File: src/rtl/datapath_pkg.sv
// Shared datapath types: register index width and the scoreboard FSM state.
package datapath_pkg;
  localparam int NREGS = 32;
  localparam int REG_W = 5;

  typedef logic [REG_W-1:0] regbits_t;

  typedef enum logic {
    NORMAL = 1'b0,
    SPEC   = 1'b1
  } sb_state_t;
endpackage

File: src/rtl/scoreboard_hazard.sv
// Combinational hazard detection for one issuing instruction against the pending bitmap.
module scoreboard_hazard
  import datapath_pkg::*;
#(
  parameter int NREGS = datapath_pkg::NREGS,
  parameter int REG_W = datapath_pkg::REG_W
) (
  input  logic [NREGS-1:0] pending,
  input  logic [NREGS-1:0] clr_hit,
  input  logic [REG_W-1:0] rs1,
  input  logic [REG_W-1:0] rs2,
  input  logic [REG_W-1:0] rd,
  input  logic             uses_rs1,
  input  logic             uses_rs2,
  input  logic             writes_rd,
  output logic             rs1_haz,
  output logic             rs2_haz,
  output logic             waw_haz
);
  // A same-cycle writeback to the register removes the hazard (bypass).
  assign rs1_haz = uses_rs1  && (rs1 != '0) && pending[rs1] && !clr_hit[rs1];
  assign rs2_haz = uses_rs2  && (rs2 != '0) && pending[rs2] && !clr_hit[rs2];
  assign waw_haz = writes_rd && (rd  != '0) && pending[rd]  && !clr_hit[rd];
endmodule

File: src/rtl/scalar_scoreboard.sv
// Scalar register scoreboard: tracks in-flight destinations, gates issue on RAW/WAW
// hazards and squashes destinations issued under an unresolved branch.
module scalar_scoreboard
  import datapath_pkg::*;
#(
  parameter int NREGS = datapath_pkg::NREGS,
  parameter int REG_W = $clog2(NREGS)
) (
  input  logic             CLK,
  input  logic             nRST,
  input  logic             issue_valid,
  input  logic [REG_W-1:0] issue_rs1,
  input  logic [REG_W-1:0] issue_rs2,
  input  logic [REG_W-1:0] issue_rd,
  input  logic             issue_uses_rs1,
  input  logic             issue_uses_rs2,
  input  logic             issue_writes_rd,
  input  logic             issue_is_branch,
  output logic             issue_ready,
  output logic             issue_spec,
  input  logic             wb_en,
  input  logic [REG_W-1:0] wb_rd,
  input  logic             branch_correct,
  input  logic             branch_mispredict,
  output logic [NREGS-1:0] pending,
  output logic [NREGS-1:0] spec_mask,
  output logic             sb_state
);
  // Handshake: an instruction fires on a cycle where issue_valid && issue_ready;
  // issue_ready never depends on issue_valid.

  sb_state_t        state, state_nxt;
  logic [NREGS-1:0] clr_hit, set_vec, pending_nxt, spec_nxt;
  logic             rs1_haz, rs2_haz, waw_haz, fire;
  logic             resolve_ok, resolve_bad;

  scoreboard_hazard #(.NREGS(NREGS), .REG_W(REG_W)) u_hazard (
    .pending   (pending),
    .clr_hit   (clr_hit),
    .rs1       (issue_rs1),
    .rs2       (issue_rs2),
    .rd        (issue_rd),
    .uses_rs1  (issue_uses_rs1),
    .uses_rs2  (issue_uses_rs2),
    .writes_rd (issue_writes_rd),
    .rs1_haz   (rs1_haz),
    .rs2_haz   (rs2_haz),
    .waw_haz   (waw_haz)
  );

  assign issue_ready = !(rs1_haz || rs2_haz || waw_haz)
                    && !(issue_is_branch && state == SPEC)
                    && !branch_mispredict;
  assign issue_spec  = (state == SPEC);
  assign sb_state    = state;
  assign fire        = issue_valid && issue_ready;

  // Mispredict wins if both strobes are seen together.
  assign resolve_bad = (state == SPEC) && branch_mispredict;
  assign resolve_ok  = (state == SPEC) && branch_correct && !branch_mispredict;

  always_comb begin
    clr_hit = '0;
    set_vec = '0;
    if (wb_en && wb_rd != '0)
      clr_hit[wb_rd] = 1'b1;
    if (fire && issue_writes_rd && issue_rd != '0)
      set_vec[issue_rd] = 1'b1;
  end

  always_comb begin
    pending_nxt = pending & ~clr_hit;
    spec_nxt    = spec_mask & ~clr_hit;
    if (resolve_bad)
      pending_nxt = pending_nxt & ~spec_mask;
    if (resolve_bad || resolve_ok)
      spec_nxt = '0;
    // A fire setting the register it also writes back keeps it pending.
    pending_nxt = pending_nxt | set_vec;
    if (state == SPEC && !branch_correct)
      spec_nxt = spec_nxt | set_vec;
  end

  always_comb begin
    state_nxt = state;
    case (state)
      NORMAL:  if (fire && issue_is_branch) state_nxt = SPEC;
      SPEC:    if (branch_correct || branch_mispredict) state_nxt = NORMAL;
      default: state_nxt = NORMAL;
    endcase
  end

  always_ff @(posedge CLK or negedge nRST) begin
    if (!nRST) begin
      state     <= NORMAL;
      pending   <= '0;
      spec_mask <= '0;
    end else begin
      state     <= state_nxt;
      pending   <= pending_nxt;
      spec_mask <= spec_nxt;
    end
  end
endmodule

File: config.mk
export PLATFORM = sky130hd
export DESIGN_NAME = scalar_scoreboard
export DESIGN_NICKNAME = d
export VERILOG_FILES = /design/src/rtl/datapath_pkg.sv /design/src/rtl/scoreboard_hazard.sv /design/src/rtl/scalar_scoreboard.sv
export SDC_FILE = /design/constraint.sdc
export NUM_CORES = 1
export LEC_CHECK = 0
export CAP_MARGIN = 20
export CORE_MARGIN = 1.5
export CORE_UTILIZATION = 39
export CTS_CLUSTER_DIAMETER = 150
export CTS_CLUSTER_SIZE = 14
export DETAILED_ROUTE_END_ITERATION = 12
export GPL_TIMING_DRIVEN = 1
export MAX_ROUTING_LAYER = met4
export PLACE_DENSITY_LB_ADDON = 0.3
export SLEW_MARGIN = 20
export SYNTH_ARGS = -nofsm -noshare
export SYNTH_HDL_FRONTEND = slang
export SYNTH_SLANG_ARGS = --single-unit
File: constraint.sdc
create_clock -name CLK -period 6.8 [get_ports CLK]
set_input_delay 1.36 -clock CLK [delete_from_list [all_inputs] [get_ports CLK]]
set_output_delay 1.36 -clock CLK [all_outputs]
set_load 0.005 [all_outputs]
After elaboration in Yosys (flattened, before gate mapping)
Index checks and enable logic that the tools add are counted.
- order comparisons: 6
- mux-type cells: 24
- bitwise logic cells: 8
- reduce and logical (&&, ||, !) cells: 38
- operators by type and width (kind ; count):
    32-bit 2-to-1 mux ; 5
    32-bit AND ; 3
    32-bit NOT ; 2
    32-bit bitwise OR ; 2
    1-bit binary-select mux with 5-bit select ; 6
    5-bit by 6-bit < comparator with 1-bit output, second input constant ; 4
    1-bit logical AND ; 23
    5-bit nonzero test ; 4
    1-bit demux with 5-bit select ; 2
    5-bit by 1-bit greater-or-equal comparator with 1-bit output, second input constant ; 2
    1-bit 2-to-1 mux ; 10
    1-bit zero test ; 7
    1-bit logical OR ; 4
    1-bit case mux with 2 select lines ; 1
    1-bit NOT ; 1
- flip-flop bits (word level): 65
- input port bits: 30
- output and inout port bits: 67
- logic and storage cells: 79

Longest topological paths before layout
Gate-level depths: netlist of the first run.
- word-level depth: 20
- depth in mapped cells: 11
- gate-level depth less buffers: 7

Hierarchy
Synthesis of the first run repeated with hierarchy kept, for this count alone.
- cell total of the unflattened synthesis: 463
- area, all modules: 4145.2 µm²
- modules (own cells, without submodules) (module ; instances ; cells an instance ; area each (µm²) ; seq. area each (µm²)):
    scalar_scoreboard ; 1 ; 324 ; 2991.6 ; 1626.6
    scoreboard_hazard ; 1 ; 139 ; 1153.6 ; 0.0

Least setup slack after synthesis of the first run
OpenSTA, ideal clock, no wires.
- path type: in2out
- start point: in issue_rs2[1]
- end point: out issue_ready
- data arrival time: 3.348 ns
- data required time: 5.440 ns
- setup slack: 2.092 ns
- stages on the path: 10
- cell sequence: buf_2 > buf_1 > mux4_2 > o311a_1 > o211ai_1 > o311ai_1 > or3b_1 > buf_6 > buf_6 > inv_1
- longest elaborated chain between the ends: 9
- elaborated cells on any way between the ends: 14
- those cells by class: mux: 4; reduce/logical: 10
- ends and longest elaborated chain (element ; RTL line ; text):
    from (decl) ; scalar_scoreboard.sv:13 ; input logic [REG_W-1:0] issue_rs2,
    1-bit binary-select mux with 5-bit select or 5-bit nonzero test (tied branches) ; scoreboard_hazard.sv:22 ; assign rs2_haz = uses_rs2 && (rs2 != '0) && pending[rs2] && !clr_hit[rs2];
    1-bit 2-to-1 mux (not written as such) or 1-bit logical AND (tied branches) ; scoreboard_hazard.sv:22 ;
    1-bit logical AND or 1-bit zero test (tied branches) ; scoreboard_hazard.sv:22 ;
    1-bit logical AND * ; scoreboard_hazard.sv:22 ;
    1-bit logical OR * (2 in a row) ; scalar_scoreboard.sv:51 ; assign issue_ready = !(rs1_haz || rs2_haz || waw_haz)
    1-bit zero test * ; scalar_scoreboard.sv:51 ;
    1-bit logical AND * ; scalar_scoreboard.sv:52 ; && !(issue_is_branch && state == SPEC)
    1-bit logical AND * ; scalar_scoreboard.sv:53 ; && !branch_mispredict;
    to (decl) ; scalar_scoreboard.sv:19 ; output logic issue_ready,
Mark *: on every way between the ends. The rest lies on a longest branch, timed or not. The select of a mux whose other input is x is not followed.

Worst setup path in the final report of the first run
Ends and elaborated chain as after synthesis.

==> results.md, run 1 <==
- Status: complete, no violations
- Clock share of power: 0.393
- Final period utilization: 0.896
- DIE AREA: 11,900 um^2
- Reg-to-Reg Start: pending[23]
- DIE WIDTH: 109 um
- Final Max Tran Viols: 0
- FF+latch count, synth: 65
- Worst EP required: 5440 ps
- CTS buffer count: 9
- Worst vdd ir: between 0.0001 and 0.00015 V
- Clock root buffer: clkbuf_16
- Worst hold slack: ~500 ps
- First-pass GRT wire length: 24.0 mm
- Min Clock Period, post-route: approximately 6000 ps
- H-Tree Depth: 3
- Clk pin slew, worst setup/hold paths: 60 ps
- Sink Count: 65
- Max-cap violations: 0
- Slew margin rel.: 0.349
- Final Net Count: approximately 580
- CP arrival: between 4000 and 5000 ps
- Vias post-DR: 4,437
- First DRT Iteration DRCs: 423
- TritonCTS clock tree: built
- Critical-path cell list: clkdlybuf4s50_1 -> mux4_2 -> mux2i_1 -> a211oi_1 -> o211ai_1 -> o311ai_1 -> or3b_2 -> inv_1 -> clkdlybuf4s50_1
- Area growth syn-to-layout: 29.7%
- Deepest clock path buffer count: 2
- Pre-antenna DRT Iters: 5
- Crit Path Max Fanout: 17
- RSZ-0062 raised after global routing: no
- DR WL/cell: about 23 um
- Critical path type: in -> out
- Reg2Reg Depth: 8
- Post-Layout Cell Count: 690
- Fmax: 164 MHz
- Top cell by count, worst path: clkdlybuf4s50_1
- Cts repair resizes: 0
- Commonest non-fill, non-tap cell in the layout: clkdlybuf4s50_1
- Cells after Synth: 471
- Clock Latency Late Sink: ~340 ps
- Yosys warnings: 0
- Lkg Pwr: 2.11 nW
- CP endpoint kind: output pin
- Sum Neg Setup Slack: 0 ps
- CP max stage delay: 1030 ps
- Core Area: 10,900 um^2
- EDFF count, synth: 0
- Row Count: 38
- DRC violations left: 0
- Largest net degree at the start of global routing: 66
- Layout Utilization: 0.522
- Global placement routability congestion: 0.929
- Hold EP: pending[0]
- Leading register cell type out of synthesis: dfrtp_1
- Post-route ant nets: 0
- Setup Fix Bufs, Post-CTS: 0
- Hold Crit Depth: 1
- Port buffer count: between 90 and 100
- Worst Setup Start Kind: input pin
- Vias in the first global route: approximately 4,200
- IO Pins: 97
- Routed wire length: between 15 and 20 mm
- RR Endpoint: pending[18]
- # setup viols final: 0
- Post-Syn Area: ~4400 um^2
- Syn_nets: 501
- GRT Total Usage: 0.279
- Sequential group share of total power: 0.359
- Worst Hold Class: reg -> reg
- Reg2Reg Setup Slack: roughly 3700 ps
- Ys async rst share: 1.00
- Switching share of total power: 0.310
- Initial antenna violation count: 0
- Sw Pwr: roughly 0.00040 W
- Mean Syn Cell Area: between 9 and 10 um^2
- PwrDens: 226 nW/um^2
- Final clock skew: 8.25 ps
- Antenna Cells: 0
- Internal power: a little under 0.0009 W
- Sequential area share after synthesis: 0.370
- Die Y: between 100 and 150 um
- Worst Tran Pin Value: 972 ps
- Most frequent cells in the layout: clkdlybuf4s50_1 (95), nand2_1 (80), nand3_1 (67), dfrtp_1 (65), o31ai_1 (42)
- Initial Util: 0.402
- Slowest stage cell, crit path: clkdlybuf4s50_1
- Placed insts: 672
- Cell variety after synth: 55
- Worst Hold Launch: spec_mask[0]
- HPWL Detailed: 10.8 mm
- Routed vias/inst: approximately 6.4
- Layout cells sized above 1: 0.122
- Total congestion overflow: 0
- Hold Violations, Final: 0
- Power share of the combinational group: 0.248
- Hold_buf cts: 0
## routing by layer
metal	vias to the layer above	wire, um	track usage
met5	-	0	-
met1	2192	6600	0.383
met4	0	600	0.146
met2	279	7190	0.405
met3	52	1260	0.0335
li1	1914	-	-
## critical path, delay by kind of cell
family | cells | cell delay, ps
muxes | 2 | 800
buffers and inverters | 3 | 1610
and+or+nand+nor | 1 | 530
AOI/OAI and AO/OA | 3 | 430
## power groups by stage
stage / Sequential, W / Combinational (W) / Clock (W)
floorplan: 0.000448 / 0.000192 / 0
global placement: 0.000467 / 0.000310 / 0
detailed placement: 0.000468 / 0.000316 / 0
CTS: 0.000462 / 0.000317 / 0.000512
global route: 0.000467 / 0.000342 / 0.000527
finish: 0.000465 / 0.000320 / 0.000508
## layout make-up
cell class	count	area (um^2)
clock buffer	14	264
clock inverter	2	60.1
fill	1006	5230
inverter	6	22.5
multi-input combinational	357	2520
sequential	65	1630
tap	140	175
timing repair buffer	106	1040
## worst max path at each step
| stage | start | end | cells past startpoint |
|---|---|---|---|
| floorplan | issue_rs2[1] | issue_ready | 10 |
| global placement | issue_rs2[1] | issue_ready | 9 |
| detailed placement | issue_rs2[1] | issue_ready | 9 |
| CTS | issue_rs2[1] | issue_ready | 9 |
| global route | issue_rs2[1] | issue_ready | 9 |
| finish | issue_rs2[1] | issue_ready | 9 |
## per-stage QoR
stage	setup slack (ps)	power, W	instance area [um^2]
global placement	848	0.000777	5360
detailed placement	699	0.000784	5360
finish	704	0.00129	5710
global route	528	0.00134	5710
CTS	685	0.00129	5680
floorplan	2090	0.000640	4400
## synthesized netlist by cell type, types with 4 or more instances
library cell / number / area (um^2)
a31oi_1: 4 / 25.0
nand3b_1: 6 / 45.0
o31ai_1: 42 / 315
buf_6: 8 / 90.1
buf_2: 8 / 40.0
nor3b_1: 5 / 37.5
nand3_1: 67 / 335
nand2b_1: 5 / 31.3
nand2_1: 80 / 300
clkbuf_1: 24 / 90.1
mux2i_1: 15 / 150
mux4_2: 16 / 360
and2_1: 4 / 25.0
xor2_1: 7 / 61.3
nand4_1: 5 / 31.3
nor2_1: 13 / 48.8
a21oi_1: 4 / 20.0
nor3_1: 5 / 25.0
o31ai_2: 18 / 225
o211ai_1: 5 / 37.5
nor2b_1: 9 / 56.3
dfrtp_1: 65 / 1630
inv_1: 6 / 22.5
## cells by family after synthesis
| family | after synthesis | synth area share |
|---|---|---|
| DFF | 65 | 0.370 |
| xor gates and xnor gates | 10 | 0.0199 |
| buffers and inverters | 49 | 0.0586 |
| AOI/OAI and AO/OA | 98 | 0.187 |
| muxes | 33 | 0.121 |
| and+or+nand+nor | 216 | 0.244 |
## state kept, by name (all words and copies together) (netlist names)
name / flops
pending: 32
issue_spec: 1
spec_mask: 32
Note: power is estimated with default switching activity, not from simulation.
==> inputs of run 2 (changes only) <==
--- a/config.mk
+++ b/config.mk
@@ -17,4 +17,5 @@
 export SLEW_MARGIN = 20
 export SYNTH_ARGS = -nofsm -noshare
 export SYNTH_HDL_FRONTEND = slang
+export SYNTH_HIERARCHICAL = 1
 export SYNTH_SLANG_ARGS = --single-unit
==> constraint.sdc (replaced) <==
create_clock -name CLK -period 6.3 [get_ports CLK]
set_input_delay 1.26 -clock CLK [delete_from_list [all_inputs] [get_ports CLK]]
set_output_delay 1.26 -clock CLK [all_outputs]
set_load 0.005 [all_outputs]
==> run 2 against run 1 <==
Compared with the run above: design area decreased by 5.9%; worst setup slack got worse by 340 ps; clock skew increased by 2.9 ps; count of clock-buffer cells in the layout decreased by 5; global-route usage increased by 0.78 points; synthesized cell count decreased by 1.7%; core utilization decreased by 0.19 points; non-clock buffer count decreased by 4; critical endpoint unchanged; largest power group is now registers.
==> results.md, run 2 <==
- Final Net Count: 576 (+0.17%)
- Final period utilization: 0.942
- Placed inst area: 5170 um^2 (-3.5%)
- Clk pin slew, worst setup/hold paths: 70 ps (about the same)
- DR WL/cell: 22.5 um (-0.87%)
- Routed wire length: 15.4 mm (-1.4%)
- Sink Count: 65 (unchanged)
- Initial Util: 0.402 (-0.000876)
- Placed insts: 671 (-0.15%)
- CP max stage delay: 520 ps (-510 ps)
- TritonCTS clock tree: built
- Commonest non-fill, non-tap cell in the layout: clkdlybuf4s50_1
- Post-Layout Cell Count: 686 (-0.58%)
- Cell area after layout: 5370 um^2 (-5.9%)
- DIE AREA: 11,300 um^2 (-5.6%)
- Slew margin rel.: 0.445 (+0.0964)
- Mean Syn Cell Area: 8.95 um^2 (-4.2%)
- Cell variety after synth: 57 (+3.6%)
- CP arrival: 4670 ps (-70 ps)
- Worst Setup Start Kind: input pin
- Min Clock Period, post-route: 5930 ps
- Multiplexer share of the synthesized area: 0.101 (-0.0203)
- RSZ-0062 raised after global routing: no
- HPWL Detailed: 10.6 mm (-1.9%)
- Lkg Pwr: 2.02 nW (-4.3%)
- Fraction of synthesized cell area taken by the top area cell type: 0.392 (+0.0228)
- Commonest cells post-synth: nand2_1 (72), dfrtp_1 (65), o22ai_1 (58)
- Vias post-DR: 4,296 (-3.2%)
- Top-count cell post-synth: nand2_1
- Hold EP: pending[0]
- Clock Latency Late Sink: 350 ps (about the same)
- Reg2Reg Depth: 9 (+1)
- FF+latch count, synth: 65 (unchanged)
- Cts repair resizes: 0 (unchanged)
- Fill cells: 943 (-6.3%)
- Clock root buffer: clkbuf_8
- RR Endpoint: pending[31]
- # setup viols final: 0 (unchanged)
- Reg2Reg Setup Slack: 3090 ps (-650 ps)
- CTS buffer count: 9 (unchanged)
- Reg-to-Reg Start: pending[25]
- Sequential area share after synthesis: 0.392 (+0.0228)
- Cells after Synth: 463 (-1.7%)
- Most frequent cells in the layout: clkdlybuf4s50_1 (95), nand2_1 (72), dfrtp_1 (65), o22ai_1 (58), nand3_1 (42)
- Top area cells in the synthesized netlist: dfrtp_1 (39%), o22ai_1 (8.8%), mux4_2 (7.6%), nand2_1 (6.5%), nand3_1 (5.1%)
- Worst Hold Launch: spec_mask[0]
- Core Area: 10,300 um^2 (-5.6%)
- Leading register cell type out of synthesis: dfrtp_1
- Sum Neg Setup Slack: 0 ps (unchanged)
- Synth area leader: dfrtp_1
- Final clock skew: 11.2 ps (+2.91 ps)
- Deepest clock path buffer count: 2 (unchanged)
- GRT Total Usage: 0.287 (+0.00783)
- DRC violations left: 0 (unchanged)
- FF/Latch Area: 1630 um^2 (unchanged)
- Worst EP required: 5040 ps (-400 ps)
- First-pass GRT wire length: 23.7 mm (-1.0%)
- Post-Syn Area: 4150 um^2 (-5.8%)
- Fraction of the mapped netlist area in adder cells: 0 (unchanged)
- Worst Hold Class: reg -> reg
- Largest net degree at the start of global routing: 66 (unchanged)
- Hold Violations, Final: 0 (unchanged)
- Setup Fix Bufs, Post-CTS: 0 (unchanged)
- Synth Area in Simple Gates: 0.317 (+0.0733)
- Xor and xnor fraction of the mapped netlist area: 0 (-0.0199)
- Layout cells sized above 1: 0.0945 (-0.0273)
- Max-cap violations: 0 (unchanged)
- Area occupied by multi-input gates: 2340 um^2 (-7.2%)
- Area growth syn-to-layout: 29.5%
- Worst vdd ir: 0.000109 V (-10%)
- Crit Path Max Fanout: 8 (-9)
- Die Y: 106 um (-2.9%)
- Routed vias/inst: 6.26 (-2.6%)
- Initial antenna violation count: 0 (unchanged)
- Hold_buf cts: 0 (unchanged)
- Worst Tran Pin Value: 832 ps (-139 ps)
- Vias in the first global route: 4,210 (+1.4%)
- EDFF count, synth: 0 (unchanged)
- PwrDens: 198 nW/um^2 (-13%)
- Antenna Cells: 0 (unchanged)
- Row Count: 37 (-2.6%)
- H-Tree Depth: 3 (unchanged)
- Total congestion overflow: 0 (unchanged)
- Status: complete, no violations
- Ys async rst share: 1.00 (unchanged)
- Hold Crit Depth: 1 (unchanged)
- Largest family of logic cells by synthesized area: simple AND/OR/NAND/NOR gates
- Synth Area in Compound Gates: 0.143 (-0.0434)
- Largest delay contributor family on the critical path: simple AND/OR/NAND/NOR gates
- DIE WIDTH: 106 um (-2.9%)
- Final Max Tran Viols: 0 (unchanged)
- Post-route ant nets: 0 (unchanged)
- Critical-path cell list: clkdlybuf4s50_1 -> nand4b_1 -> nor2_1 -> nor2b_1 -> mux4_2 -> mux2_2 -> o211ai_1 -> o211ai_1 -> nor4_4 -> and2_1 -> clkdlybuf4s50_1
- Global placement routability congestion: 0.976 (+5.0%)
- IO Pins: 97 (unchanged)
- Yosys warnings: 6 (+6)
- CP endpoint kind: output pin
- Pre-antenna DRT Iters: 5 (unchanged)
- Fmax: around 170 MHz
- Port buffer count: 96 (unchanged)
- First DRT Iteration DRCs: 466 (+10%)
- Critical path type: in -> out
- Slowest stage cell, crit path: clkdlybuf4s50_1
- Buffers & Inverters on Critical Path: 2 (-1)
run 2: cell types whose count changed after synthesis, sizes merged, moves of 8 or more:
cell    previous run  this run
o31ai             60         1
o22ai              1        58
nor2              13        36
nand3             67        46
nor2b              9        23
clkbuf            24        15
nand2             80        72
run 2: cell type report:
type,count,area share
clock buffers,9,0.0231
repair buffers,102,0.186
multi-input cells,358,0.436
well taps,136,0.0317
clock inverters,6,0.0131
inverters,10,0.00699
flip-flops and latches,65,0.303
run 2: stage by stage:
step / hold WS [ps] / utilization / setup WS (ps) / total power, W
global placement: 479 / 0.501 / 526 / 0.000702
global route: 520 / 0.520 / 245 / 0.00111
floorplan: 470 / - / 1430 / 0.000586
detailed placement: 492 / 0.501 / 433 / 0.000707
finish: 499 / 0.520 / 366 / 0.00106
CTS: 505 / 0.520 / 415 / 0.00106
run 2: kinds of logic after synthesis:
group | Yosys count
buffers and inverters | 41
flip-flops | 65
multiplexers | 24
AO/OA/AOI/OAI | 91
other | 1
AND/OR/NAND/NOR | 241
run 2: how the worst max path moves through the flow:
stage / start / end / slack (ps) / depth (start not counted)
finish: wb_rd[1] / issue_ready / 370 / 11
global route: wb_rd[1] / issue_ready / 240 / 11
CTS: wb_en / issue_ready / 420 / 11
detailed placement: wb_en / issue_ready / 430 / 11
global placement: wb_rd[1] / issue_ready / 530 / 11
floorplan: wb_rd[2] / issue_ready / 1430 / 11
run 2: where the power goes:
group	leakage [nW]	switching [W]	internal [W]	total [W]
clock	0.0875	0.000177	0.000182	0.000359
combinational	1.04	0.000126	0.000117	0.000243
sequential	0.891	0.0000240	0.000438	0.000462
run 2: routing by layer:
| metal | vias to the layer above | global-route usage | part of all wire |
|---|---|---|---|
| met4 | 0 | 0.122 | 0.036 |
| met5 | - | - | 0 |
| li1 | 1893 | - | - |
| met1 | 2054 | 0.383 | 0.41 |
| met2 | 306 | 0.428 | 0.46 |
| met3 | 43 | 0.0564 | 0.10 |
